File: config.mk
export PLATFORM = sky130hd
export DESIGN_NAME = irq_host_agent
export DESIGN_NICKNAME = d
export VERILOG_FILES = /design/src/rtl/irq_host_pkg.sv /design/src/rtl/irq_apb_engine.sv /design/src/rtl/irq_host_agent.sv
export SDC_FILE = /design/constraint.sdc
export NUM_CORES = 1
export LEC_CHECK = 0
export ABC_AREA = 1
export BUFFER_PORTS_ARGS = -buffer_cell sky130_fd_sc_hd__clkbuf_2
export CAP_MARGIN = 20
export CORE_AREA = 2 2 98 100
export CTS_CLUSTER_DIAMETER = 30
export DETAILED_ROUTE_END_ITERATION = 10
export DIE_AREA = 0 0 100 102
export GPL_TIMING_DRIVEN = 0
export PLACE_DENSITY = 0.7
export SKIP_CTS_REPAIR_TIMING = 1
export SKIP_LAST_GASP = 1
export SLEW_MARGIN = 20
export SYNTH_ARGS = -nofsm -noshare
export SYNTH_HDL_FRONTEND = slang
export SYNTH_SLANG_ARGS = --single-unit
File: constraint.sdc
create_clock -name pclk -period 2.5 [get_ports pclk]
set_input_delay 0.5 -clock pclk [delete_from_list [all_inputs] [get_ports pclk]]
set_output_delay 0.5 -clock pclk [all_outputs]
set_load 0.01 [all_outputs]
File: src/rtl/irq_host_pkg.sv
// Shared types and constants for the interrupt host agent.
//   host_state_e    : sequencing FSM states
//   PREADY_TIMEOUT  : access cycles with pready low before an access is abandoned
//   TIMEOUT_W       : width of the pready wait counter
//   SERVICE_COUNT_MAX : saturation value of the service counter
package irq_host_pkg;

    typedef enum logic [3:0] {
        IDLE,
        WR_ACC,
        WR_GAP,
        RD_ACC,
        RD_GAP,
        READY,
        SERVICE,
        ACK,
        HOLD
    } host_state_e;

    localparam int unsigned PREADY_TIMEOUT    = 16;
    localparam int unsigned TIMEOUT_W         = $clog2(PREADY_TIMEOUT);
    localparam logic [15:0] SERVICE_COUNT_MAX = 16'hFFFF;

endpackage

File: src/rtl/irq_apb_engine.sv
// Single APB access engine: launches one read or write, holds the bus stable
// until pready or until the wait budget expires, then releases the bus.
// Ports:
//   pclk, preset                 : clock, synchronous active-high reset
//   launch, launch_write         : start an access next cycle / its direction
//   launch_addr, launch_data     : address and write data of the access
//   pready                       : completion from the controller
//   paddr, pwdata, pwrite, penable : registered APB drive
//   done_c                       : access completes at this edge (pready seen)
//   timeout_c                    : access abandoned at this edge
module irq_apb_engine
    import irq_host_pkg::*;
#(
    parameter int unsigned WIDTH = 4
) (
    input  logic             pclk,
    input  logic             preset,
    input  logic             launch,
    input  logic             launch_write,
    input  logic [WIDTH-1:0] launch_addr,
    input  logic [WIDTH-1:0] launch_data,
    input  logic             pready,
    output logic [WIDTH-1:0] paddr,
    output logic [WIDTH-1:0] pwdata,
    output logic             pwrite,
    output logic             penable,
    output logic             done_c,
    output logic             timeout_c
);

    logic                 active_q;
    logic [TIMEOUT_W-1:0] wait_q;

    assign done_c    = active_q & pready;
    // Last allowed wait cycle with pready still low.
    assign timeout_c = active_q & ~pready & (wait_q == TIMEOUT_W'(PREADY_TIMEOUT - 1));

    // Bus drive and wait counter.
    always_ff @(posedge pclk) begin
        if (preset) begin
            active_q <= 1'b0;
            wait_q   <= '0;
            paddr    <= '0;
            pwdata   <= '0;
            pwrite   <= 1'b0;
            penable  <= 1'b0;
        end else if (launch) begin
            active_q <= 1'b1;
            wait_q   <= '0;
            paddr    <= launch_addr;
            pwdata   <= launch_write ? launch_data : '0;
            pwrite   <= launch_write;
            penable  <= 1'b1;
        end else if (done_c || timeout_c) begin
            active_q <= 1'b0;
            wait_q   <= '0;
            paddr    <= '0;
            pwdata   <= '0;
            pwrite   <= 1'b0;
            penable  <= 1'b0;
        end else if (active_q) begin
            wait_q <= wait_q + TIMEOUT_W'(1);
        end
    end

endmodule

File: src/rtl/irq_host_agent.sv
// Host agent: programs every peripheral priority over APB, reads each back to
// verify, then services interrupts presented by the controller one at a time.
// Ports:
//   pclk, preset            : clock, synchronous active-high reset
//   start                   : begin programming (honoured only in IDLE)
//   prio_table              : priority of peripheral i at [i*WIDTH +: WIDTH]
//   paddr/pwdata/pwrite/penable/pready/prdata : APB master side
//   interrupt_valid, interrupt_to_be_service  : pending interrupt from controller
//   interrupt_serviced, irq_clear             : one-cycle completion pulses
//   prog_done, prog_error, service_count      : status
module irq_host_agent
    import irq_host_pkg::*;
#(
    parameter int unsigned NO_OF_PERIPHERALS = 16,
    parameter int unsigned WIDTH             = $clog2(NO_OF_PERIPHERALS),
    parameter int unsigned SERVICE_CYCLES    = 4
) (
    input  logic                               pclk,
    input  logic                               preset,
    input  logic                               start,
    input  logic [NO_OF_PERIPHERALS*WIDTH-1:0] prio_table,
    output logic [WIDTH-1:0]                   paddr,
    output logic [WIDTH-1:0]                   pwdata,
    output logic                               pwrite,
    output logic                               penable,
    input  logic                               pready,
    input  logic [WIDTH-1:0]                   prdata,
    input  logic                               interrupt_valid,
    input  logic [WIDTH-1:0]                   interrupt_to_be_service,
    output logic                               interrupt_serviced,
    output logic [NO_OF_PERIPHERALS-1:0]       irq_clear,
    output logic                               prog_done,
    output logic                               prog_error,
    output logic [15:0]                        service_count
);

    localparam int unsigned SVC_W = (SERVICE_CYCLES > 1) ? $clog2(SERVICE_CYCLES) : 1;
    localparam logic [WIDTH-1:0] LAST_IDX = WIDTH'(NO_OF_PERIPHERALS - 1);

    host_state_e state_q, state_d;
    logic [WIDTH-1:0] idx_q, idx_d;
    logic [WIDTH-1:0] idx_inc;
    logic [SVC_W-1:0] svc_cnt_q, svc_cnt_d;
    logic [WIDTH-1:0] cap_id_q, cap_id_d;
    logic [WIDTH-1:0] prio_cur, prio_nxt;

    logic                         serviced_d;
    logic [NO_OF_PERIPHERALS-1:0] irq_clear_d;
    logic                         prog_done_d;
    logic                         prog_error_d;
    logic [15:0]                  service_count_d;

    logic             launch_c;
    logic             launch_write_c;
    logic [WIDTH-1:0] launch_addr_c;
    logic [WIDTH-1:0] launch_data_c;
    logic             done_c;
    logic             timeout_c;
    logic             acc_end_c;

    assign idx_inc   = idx_q + WIDTH'(1);
    assign prio_cur  = prio_table[32'(idx_q) * WIDTH +: WIDTH];
    assign prio_nxt  = prio_table[32'(idx_inc) * WIDTH +: WIDTH];
    assign acc_end_c = done_c | timeout_c;

    irq_apb_engine #(
        .WIDTH (WIDTH)
    ) u_apb_engine (
        .pclk         (pclk),
        .preset       (preset),
        .launch       (launch_c),
        .launch_write (launch_write_c),
        .launch_addr  (launch_addr_c),
        .launch_data  (launch_data_c),
        .pready       (pready),
        .paddr        (paddr),
        .pwdata       (pwdata),
        .pwrite       (pwrite),
        .penable      (penable),
        .done_c       (done_c),
        .timeout_c    (timeout_c)
    );

    // Next-state, access launch and next-output decode.
    always_comb begin
        state_d         = state_q;
        idx_d           = idx_q;
        svc_cnt_d       = svc_cnt_q;
        cap_id_d        = cap_id_q;
        launch_c        = 1'b0;
        launch_write_c  = 1'b0;
        launch_addr_c   = '0;
        launch_data_c   = '0;
        serviced_d      = 1'b0;
        irq_clear_d     = '0;
        prog_done_d     = prog_done;
        prog_error_d    = prog_error;
        service_count_d = service_count;

        unique case (state_q)
            IDLE: begin
                if (start) begin
                    state_d        = WR_ACC;
                    idx_d          = '0;
                    launch_c       = 1'b1;
                    launch_write_c = 1'b1;
                    launch_addr_c  = '0;
                    launch_data_c  = prio_table[WIDTH-1:0];
                end
            end
            WR_ACC: begin
                if (acc_end_c) begin
                    state_d = WR_GAP;
                end
            end
            WR_GAP: begin
                if (idx_q == LAST_IDX) begin
                    state_d       = RD_ACC;
                    idx_d         = '0;
                    launch_c      = 1'b1;
                    launch_addr_c = '0;
                end else begin
                    state_d        = WR_ACC;
                    idx_d          = idx_inc;
                    launch_c       = 1'b1;
                    launch_write_c = 1'b1;
                    launch_addr_c  = idx_inc;
                    launch_data_c  = prio_nxt;
                end
            end
            RD_ACC: begin
                if (acc_end_c) begin
                    state_d = RD_GAP;
                    // Compare only reads that actually completed.
                    if (done_c && (prdata != prio_cur)) begin
                        prog_error_d = 1'b1;
                    end
                end
            end
            RD_GAP: begin
                if (idx_q == LAST_IDX) begin
                    state_d     = READY;
                    prog_done_d = 1'b1;
                end else begin
                    state_d       = RD_ACC;
                    idx_d         = idx_inc;
                    launch_c      = 1'b1;
                    launch_addr_c = idx_inc;
                end
            end
            READY: begin
                if (interrupt_valid) begin
                    state_d   = SERVICE;
                    cap_id_d  = interrupt_to_be_service;
                    svc_cnt_d = SVC_W'(SERVICE_CYCLES - 1);
                end
            end
            SERVICE: begin
                if (svc_cnt_q == '0) begin
                    state_d     = ACK;
                    serviced_d  = 1'b1;
                    irq_clear_d = NO_OF_PERIPHERALS'(1) << cap_id_q;
                    if (service_count != SERVICE_COUNT_MAX) begin
                        service_count_d = service_count + 16'd1;
                    end
                end else begin
                    svc_cnt_d = svc_cnt_q - SVC_W'(1);
                end
            end
            ACK: begin
                state_d = HOLD;
            end
            HOLD: begin
                state_d = READY;
            end
            default: begin
                state_d = IDLE;
            end
        endcase

        if (timeout_c) begin
            prog_error_d = 1'b1;
        end
    end

    // State and registered outputs.
    always_ff @(posedge pclk) begin
        if (preset) begin
            state_q            <= IDLE;
            idx_q              <= '0;
            svc_cnt_q          <= '0;
            cap_id_q           <= '0;
            interrupt_serviced <= 1'b0;
            irq_clear          <= '0;
            prog_done          <= 1'b0;
            prog_error         <= 1'b0;
            service_count      <= '0;
        end else begin
            state_q            <= state_d;
            idx_q              <= idx_d;
            svc_cnt_q          <= svc_cnt_d;
            cap_id_q           <= cap_id_d;
            interrupt_serviced <= serviced_d;
            irq_clear          <= irq_clear_d;
            prog_done          <= prog_done_d;
            prog_error         <= prog_error_d;
            service_count      <= service_count_d;
        end
    end

endmodule
==> flow_summary.json <==
{
  "crit_arrival_ns": 2.60,
  "syn_area_per_cell_um2": 6.16,
  "critical_path.endpoint_type": "flip-flop",
  "globalRouteOverflowTotal": 0,
  "final_layout_size_suffix_gt1_frac": 0.231,
  "dp_cells": 887,
  "fin_nets": 868,
  "syn_area_um2": 4040,
  "grt_pass1_wl_um": 21100,
  "setup_viol": 0,
  "internal_power_mw": 1.97,
  "worstPathRequired_ns": 2.77,
  "finalClockSkew_ns": 0.00995,
  "final_cells": 903,
  "synth_cell_types": 36,
  "slew_headroom": 0.530,
  "die_w_um": 100,
  "drt_iter0_markers": 274,
  "cts.path.max_buffers": 2,
  "clk_latency_ns": 0.34,
  "die_h_um": 102,
  "combPwrFrac": 0.372,
  "first_pass_iters": 5,
  "port_buffers": 120,
  "dieArea_um2": 10200,
  "first_global_vias": 4578,
  "ant_nets": 0,
  "sequentialPowerShare": 0.343,
  "grt_start_max_net_pins": 13,
  "critical_path.max_fanout": 10,
  "syn2layout_area_growth_pct": 23.4,
  "p_leak_nw": 2.44,
  "synth_cells": 656,
  "finalSetupTns_ns": 0,
  "vias": 4807,
  "yosys.area.top_type": "dfxtp_1",
  "hold_violations": 0,
  "status": "finished clean",
  "htreeDepth": 3,
  "min_path_type": "input pin to flip-flop",
  "switching_power_mw": 1.24,
  "max_freq_mhz": 429,
  "ir_drop_mv": 0.441,
  "finalCritPeriodShare": 0.932,
  "clk_pin_slew_ns": 0.08,
  "multiInputGateArea_um2": 2220,
  "swShare": 0.386,
  "nFillCells": 964,
  "startpoint_type": "flip-flop",
  "cts_made_buffers": 9,
  "grt_antenna_before_repair": 0,
  "fin_util": 0.548,
  "coreArea_um2": 9110,
  "maxCapViolCount": 0,
  "initial_utilization": 0.444,
  "cts_tree": "yes",
  "fin_crit_ns": 2.33,
  "pwr-share-clk": 0.285,
  "ys_seq_elements": 63,
  "power_density_nw_per_um2": 642,
  "drv_slew": 0,
  "routed_via_density": 5.32,
  "rsz0062_at_grt": "false",
  "worst_pin_slew_ns": 0.699,
  "root_buffer": "clkbuf_8",
  "synth_top_cell_area_share": 0.312,
  "fin_total_pwr_mw": 3.20,
  "regArea_um2": 1260,
  "syn_nets": 737,
  "yosysWarnings": 0,
  "cts.sinks": 63,
  "place.gp.congestion": 1.02,
  "remaining_drc_errors": 0,
  "ys_seq_area_frac": 0.312,
  "dp_hpwl_um": 9990,
  "antenna_cells": 0,
  "wl_um": 13300,
  "netlist_top_cells_area": "dfxtp_1 31%, nand2_1 13%, nand3_1 12%",
  "grt_use_total": 0.260,
  "post_drt_wl_per_cell_um": 14.7,
  "path_class": "flip-flop to flip-flop",
  "io_pins": 122,
  "rows": 35
}
==> per-layer routing <==
| metal | GRT usage | vias up | routed length (um) |
|---|---|---|---|
| met5 | 0 | - | 0 |
| met4 | 0.135 | 0 | 569 |
| met3 | 0.0581 | 50 | 1260 |
| met2 | 0.428 | 231 | 6040 |
| met1 | 0.322 | 2138 | 5400 |
| li1 | - | 2388 | - |
==> critical path: stages (launching register included) <==
cell,delay (ns)
dfxtp_1,0.42
ha_1,0.32
buf_2,0.18
buf_1,0.49
o211ai_1,0.18
nand3_1,0.17
nand3_1,0.11
a21oi_1,0.20
a21oi_1,0.06
a21oi_1,0.13
==> cells in the mapped netlist <==
cell      number
o211ai_1       6
or2_0          1
nand2_1      137
ha_1           4
xor2_2         2
nor3_2         1
clkbuf_1       6
nor3b_2        1
inv_1         94
a31oi_1        2
nor2_2         5
nor2_1        63
buf_4          3
a221oi_1       1
nand4_1        3
nor4_1         1
buf_6          5
or2_1          1
nor4_2         1
o21ai_0       39
a211oi_1       2
xor2_1         1
buf_1          2
o21ai_1       13
o21a_1         2
xnor2_1        2
nor3b_1        1
a21oi_2        7
dfxtp_1       63
buf_2         13
o31ai_1        1
nand3_1       95
nand2_2        1
a21oi_1       60
inv_2          8
nor3_1         9
==> worst paths after layout <==
| check | start | endpoint | slack, ns | cells past startpoint |
|---|---|---|---|---|
| hold reg to reg | prog_done | prog_done | 0.47 | 2 |
| hold / removal | interrupt_to_be_service[3] | cap_id_q[3] | 0.45 | 3 |
| setup / recovery | idx_q[1] | u_apb_engine.pwdata[0] | 0.17 | 9 |
| setup reg to reg | idx_q[1] | u_apb_engine.pwdata[0] | 0.17 | 9 |
==> per-stage QoR <==
| stage | hold WS, ns | instance area (um^2) | worst slack [ns] |
|---|---|---|---|
| finish | 0.448 | 4990 | 0.171 |
| global route | 0.460 | 4990 | 0.0622 |
| CTS | 0.441 | 4990 | 0.248 |
| detailed placement | 0.453 | 4780 | 0.274 |
| global placement | 0.452 | 4780 | 0.266 |
| floorplan | 0.444 | 4040 | 0.778 |
==> power by group through the flow <==
stage	combinational (mW)	sequential [mW]	clock [mW]
after detailed placement	1.16	1.12	0
final	1.19	1.10	0.912
after global placement	1.15	1.12	0
after global routing	1.32	1.10	0.970
after floorplan	0.796	1.13	0
after CTS	1.16	1.10	0.931
==> state kept, by name (all words and copies together), names as in the netlist <==
signal / cells
u_apb_engine.wait_q: 4
idx_q: 4
cap_id_q: 4
interrupt_serviced: 1
u_apb_engine.pwrite: 1
prog_error: 1
irq_clear: 16
u_apb_engine.pwdata: 4
svc_cnt_q: 2
prog_done: 1
service_count: 16
u_apb_engine.paddr: 4
state_q: 4
u_apb_engine.penable: 1
==> cell families (layout without fill, tap and decap cells) <==
kind of cell / Yosys count / in the layout / synth area share
simple gates: 320 / 320 / 0.344
compound gates: 133 / 133 / 0.180
buf+inv: 131 / 267 / 0.138
flops: 63 / 63 / 0.312
xor+xnor: 5 / 5 / 0.0146
fa+ha+maj: 4 / 4 / 0.0124
==> cell usage in the layout (no fill, tap or decap), types with 7 or more instances in the layout <==
| cell | instances |
|---|---|
| o21ai_1 | 13 |
| inv_1 | 94 |
| nand3_1 | 95 |
| clkbuf_8 | 10 |
| nand2_1 | 137 |
| nor2_1 | 63 |
| dfxtp_1 | 63 |
| clkbuf_2 | 120 |
| buf_2 | 13 |
| a21oi_2 | 7 |
| o21ai_0 | 39 |
| a21oi_1 | 60 |
| nor3_1 | 9 |
| inv_2 | 8 |
==> layout make-up <==
type	count	area share
Clock buffer	10	0.0276
Inverter	102	0.0768
Multi-Input combinational cell	462	0.446
Timing Repair Buffer	120	0.120
Tap cell	111	0.0278
Sequential cell	63	0.253
Clock inverter	6	0.0138
Buffer	29	0.0349
Power figures use the tool's default switching activity.
